**src/rtl/ldtu_output_fifo.sv**
```systemverilog
// Output FIFO between the LiteDTU control unit and the serializer. It gives almost-full
// back-pressure, returns an idle word on underflow, and counts dropped writes with saturation.
module ldtu_output_fifo #(
  parameter int unsigned         Nbits_32       = 32,
  parameter int unsigned         FifoDepth_buff = 64,
  parameter int unsigned         bits_ptr       = 6,
  parameter int unsigned         AF_MARGIN      = 2,
  parameter logic [Nbits_32-1:0] IdlePattern    = 32'hEAAAAAAA
) (
  input  logic                CLK,
  input  logic                rst,
  input  logic                write_signal,
  input  logic [Nbits_32-1:0] DATA_in,
  input  logic                read_signal,
  output logic                full,
  output logic                empty,
  output logic [Nbits_32-1:0] DATA_out,
  output logic                data_valid,
  output logic                overflow,
  output logic [7:0]          ovf_count,
  output logic [bits_ptr:0]   occupancy
);

  localparam int unsigned OCC_W = bits_ptr + 1;
  localparam logic [bits_ptr:0]   OCC_ZERO_C  = OCC_W'(0);
  localparam logic [bits_ptr:0]   OCC_ONE_C   = OCC_W'(1);
  localparam logic [bits_ptr:0]   DEPTH_C     = OCC_W'(FifoDepth_buff);
  localparam logic [bits_ptr:0]   AF_THRESH_C = OCC_W'(FifoDepth_buff - AF_MARGIN);
  localparam logic [bits_ptr-1:0] PTR_ONE_C   = bits_ptr'(1);

  logic [Nbits_32-1:0] mem_r [FifoDepth_buff];
  logic [bits_ptr-1:0] wr_ptr_r;
  logic [bits_ptr-1:0] rd_ptr_r;
  logic [bits_ptr:0]   occ_r;
  logic                full_r;
  logic                empty_r;
  logic [Nbits_32-1:0] data_out_r;
  logic                data_valid_r;
  logic                overflow_r;
  logic [7:0]          ovf_count_r;

  logic                rd_ok_s;
  logic                wr_ok_s;
  logic                drop_s;
  logic [bits_ptr:0]   occ_next_s;

  // Accept/drop decisions and next occupancy; a read frees a slot for a write at full depth.
  always_comb begin
    rd_ok_s    = 1'b0;
    wr_ok_s    = 1'b0;
    drop_s     = 1'b0;
    occ_next_s = occ_r;
    rd_ok_s = read_signal && (occ_r != OCC_ZERO_C);
    wr_ok_s = write_signal && ((occ_r < DEPTH_C) || rd_ok_s);
    drop_s  = write_signal && !wr_ok_s;
    case ({wr_ok_s, rd_ok_s})
      2'b10:   occ_next_s = occ_r + OCC_ONE_C;
      2'b01:   occ_next_s = occ_r - OCC_ONE_C;
      default: occ_next_s = occ_r;
    endcase
  end

  // Storage array, deliberately left out of reset.
  always_ff @(posedge CLK) begin
    if (wr_ok_s) begin
      mem_r[wr_ptr_r] <= DATA_in;
    end
  end

  // Pointers, status flags, read port and overflow bookkeeping.
  always_ff @(posedge CLK or posedge rst) begin
    if (rst) begin
      wr_ptr_r     <= {bits_ptr{1'b0}};
      rd_ptr_r     <= {bits_ptr{1'b0}};
      occ_r        <= OCC_ZERO_C;
      full_r       <= 1'b0;
      empty_r      <= 1'b1;
      data_out_r   <= IdlePattern;
      data_valid_r <= 1'b0;
      overflow_r   <= 1'b0;
      ovf_count_r  <= 8'h00;
    end else begin
      occ_r   <= occ_next_s;
      full_r  <= (occ_next_s >= AF_THRESH_C);
      empty_r <= (occ_next_s == OCC_ZERO_C);
      if (wr_ok_s) begin
        wr_ptr_r <= wr_ptr_r + PTR_ONE_C;
      end
      if (rd_ok_s) begin
        data_out_r   <= mem_r[rd_ptr_r];
        data_valid_r <= 1'b1;
        rd_ptr_r     <= rd_ptr_r + PTR_ONE_C;
      end else begin
        data_valid_r <= 1'b0;
        if (read_signal) begin
          data_out_r <= IdlePattern;
        end
      end
      if (drop_s) begin
        overflow_r <= 1'b1;
        if (ovf_count_r != 8'hFF) begin
          ovf_count_r <= ovf_count_r + 8'd1;
        end
      end
    end
  end

  assign full       = full_r;
  assign empty      = empty_r;
  assign DATA_out   = data_out_r;
  assign data_valid = data_valid_r;
  assign overflow   = overflow_r;
  assign ovf_count  = ovf_count_r;
  assign occupancy  = occ_r;

endmodule

```
**config.mk**
```make
export PLATFORM = sky130hd
export DESIGN_NAME = ldtu_output_fifo
export DESIGN_NICKNAME = d
export VERILOG_FILES = /design/src/rtl/ldtu_output_fifo.sv
export SDC_FILE = /design/constraint.sdc
export NUM_CORES = 2
export LEC_CHECK = 0
export BUFFER_PORTS_ARGS = -buffer_cell sky130_fd_sc_hd__buf_2
export CORE_ASPECT_RATIO = 0.5
export CORE_MARGIN = 4
export CORE_UTILIZATION = 39
export CTS_BUF_LIST = sky130_fd_sc_hd__clkbuf_4
export CTS_CLUSTER_SIZE = 16
export DETAILED_ROUTE_END_ITERATION = 8
export PLACE_DENSITY_LB_ADDON = 0.3
export SYNTH_ARGS = -nofsm -noshare
export SYNTH_HDL_FRONTEND = slang
export SYNTH_SLANG_ARGS = --single-unit
```
**constraint.sdc**
```tcl
create_clock -name CLK -period 3.7 [get_ports CLK]
set_input_delay 0.37 -clock CLK [delete_from_list [all_inputs] [get_ports CLK]]
set_output_delay 0.37 -clock CLK [all_outputs]
set_load 0.05 [all_outputs]
```
==> run metrics <==
CTS Buf Count 476; worst-path fanout max 14; Final HPWL DP 132 mm; row count 117; Slew @ Worst Pin 1330 ps; final instance area 93,200 sq um; Cell Int Power 44.9 mW; crit path kind reg2reg; Slew Limit Fails 0; GR Overflow Total 0; syn_nets 3,633; IO Count 87; Synth Flop Type edfxtp_1; PwrDens 715 nW/um^2; sw power 21.8 mW; Hold Path Class in2reg; #FFs+latches synth 2,111; antenna violations before repair 15; final worst setup slack 446 ps; Final Wtd Congestion 0.823; DRC Markers 0; DR vias/cell 5.78; RSZ-0062 raised after global routing false; final setup violation count 0; CP bufs+invs 2; Clock Tree Buf Depth 4; Slew HR 11.4%; Reg clk slew, reported paths 70 ps; max incr delay on CP 780 ps; worst reg2reg path depth 8; dpl ws 537 ps; die width 652 microns; status completed; Cells after Synth 3,591; required time of the critical path 4820 ps; Pwr Total 66.7 mW; Max IR drop VDD 0.603 mV; final hold violations 0; fmax 0.307 GHz; most used cell, CP buf_12; Seq/Total Area, Yosys 77.9%; hold depth 5; routed via count 42,565; largest net degree at the start of global routing 87; Overall Global Routing Usage 21.2%; Core Region 205,000 sq um; distinct cell type count after synthesis 65; Layout area overhead 15.1%; Initial Util 39.5%; Leakage 29.8 nW; clock group share of total power 27.4%; wire per inst 31.2 microns; global-route wire length before repair 322 mm; Final Skew 195 ps; number of global-route vias before repair 42,842; final worst-path cycle share 87.9%; Comb power frac 30.5%; htree depth 5; 1st-iter DRT viols 5,279; post-route antenna net violation count 0; sequential power share 42.2%; clk sinks 2,111; Clock Latency Late Sink 1250 ps; DRT Wirelength 230 mm; layout cells sized above 1 37.7%; Pre-Repair DR Iteration Count 8; CTS tree yes; Async S/R FF share, synth 2.98%; EDFF count, synth 2,048; CP Cell Sequence buf_12 > buf_12 > mux4_2 > nor2b_1 > a211oi_1 > a2111oi_0 > o21ai_1 > o211ai_1; CP delay by family, top compound AO/OA/AOI/OAI gates; Post CTS Setup Buffer Count 0; die area 215,000 sq um; max-cap viol count 0; worst endpoint data arrival time 4380 ps; Yosys warnings 0; min Tclk post-route 3250 ps; slowest CP cell a211oi_1; cell depth of the worst setup path 8; fin nets 4,297; mapped cell area 81,000 sq um; root buf cell clkbuf_4; placed instance area 86,700 sq um; crit end category flop; Die Y 330 microns; setup tns final 0 ps; CP Launch Type flop; port bufs 86; Avg Inst Size Synth 22.6 sq um; switch share 32.6%
[cell usage in the layout, fill, tap and decap left out, types with 9 or more instances in the layout]
master	count
dlygate4sd3_1	38
o22ai_1	47
mux4_2	522
mux2_2	11
nor2_1	46
buf_4	204
edfxtp_1	2048
mux2i_1	100
a21oi_1	58
nor3_1	20
a221oi_1	19
a211oi_1	23
a22oi_1	47
nand2_1	79
nand3_1	26
buf_2	86
nor2_4	64
clkinv_1	82
clkbuf_4	739
diode_2	10
o221ai_1	9
dfrtp_1	40
nor2b_1	24
o21ai_0	31
xnor2_1	17
buf_12	52
dfstp_2	18
[area by class of cell]
| type | count | area [sq um] |
|---|---|---|
| fill | 17250 | 112000 |
| tap | 2737 | 3420 |
| timing repair buffer | 380 | 3380 |
| clock buffer | 739 | 5550 |
| sequential | 2111 | 63100 |
| clock inverter | 104 | 538 |
| multi-input combinational | 1273 | 17100 |
| inverter | 13 | 51.3 |
| antenna | 10 | 25.0 |
[Yosys cell counts (all sizes together) (3+ instances only)]
library cell	n	area, sq um
and3	7	43.8
a31oi	8	50.1
a211oi	23	173
a221oi	20	181
buf	145	1030
o22ai	47	294
dfrtp	45	1130
mux2	11	124
edfxtp	2048	61500
a221o	7	70.1
nand2b	8	50.1
or3	6	37.5
nor3	20	100
nand2	79	297
nor2b	27	169
inv	11	41.3
a2111oi	6	52.6
mux4	522	11800
a22oi	47	353
nand3b	3	22.5
o21ai	40	211
nor2	112	423
clkbuf	49	184
xor2	8	70.1
nor4	7	43.8
o221ai	9	78.8
nand4	5	31.3
nand3	26	130
mux2i	100	1000
ha	6	75.1
and2	7	43.8
nand4b	5	43.8
a22o	5	43.8
or4	3	26.3
dfstp	18	473
a21oi	58	290
xnor2	17	149
[worst paths after layout]
check	from	end	slack [ps]
hold / removal	read_signal	data_valid$_DFF_PP0_	280
hold reg to reg	overflow$_DFFE_PP0P_	overflow$_DFFE_PP0P_	470
setup reg to reg	rd_ptr_r[0]$_DFFE_PP0N_	DATA_out[7]$_DFFE_PP1P_	450
min in group asynchronous	rst	DATA_out[24]$_DFFE_PP0P_	600
max in group asynchronous	rst	DATA_out[17]$_DFFE_PP1P_	2090
setup / recovery	rd_ptr_r[0]$_DFFE_PP0N_	DATA_out[7]$_DFFE_PP1P_	450
[metal layers]
| layer | vias up | share of wire (%) | GRT usage, % |
|---|---|---|---|
| met3 | 377 | 11 | 5.27 |
| li1 | 16930 | - | - |
| met1 | 22854 | 41 | 30.5 |
| met2 | 2402 | 46 | 32.0 |
| met5 | - | 0.022 | 0.176 |
| met4 | 2 | 2.5 | 6.25 |
[power by group through the flow]
stage,sequential [mW],clock [mW],combinational (mW)
2_1_floorplan,28.9,0,12.4
3_3_place_gp,28.6,0,20.1
3_5_place_dp,28.6,0,20.2
4_1_cts,28.1,18.6,20.3
5_1_grt,28.1,20.0,21.3
6_report,28.1,18.3,20.3
[timing repair]
action                                 4_1_cts  5_1_grt
resized for setup                            0        0
hold buffers                                38        0
endpoints found under the hold margin     1834        0
[cells by family (layout without fill, tap and decap cells)]
family                   after synthesis  after routing  synth area share (%)
flip-flops                          2111           2111                  77.9
XOR/XNOR                              25             25                 0.270
adder cells (fa/ha/maj)                6              6                0.0927
buffers and inverters                207           1236                  1.56
AO/OA/AOI/OAI                        286            286                  2.39
multiplexers                         633            633                  15.9
other                                  0             10                     0
AND/OR/NAND/NOR                      323            323                  1.89
[stage by stage]
step,util [%],hold slack [ps],instances
CTS,45.5,161,7357
global placement,42.3,447,6476
detailed placement,42.3,457,6476
floorplan,-,469,3591
finish,45.5,281,7367
global route,45.5,219,7362
[flip-flops by register name (all words and copies together) (netlist names)]
signal and cells:
mem_r 2048, DATA_out 32, ovf_count 8, occupancy 7
rd_ptr_r 6, wr_ptr_r 6, data_valid 1, empty 1
full 1, overflow 1
[tightest hold or removal path, stage by stage]
cell           delay (ps)
dlygate4sd3_1         530
buf_2                 150
o21ai_4                80
inv_2                  40
buf_4                 170
No activity file was read; power rests on OpenSTA's default activity.
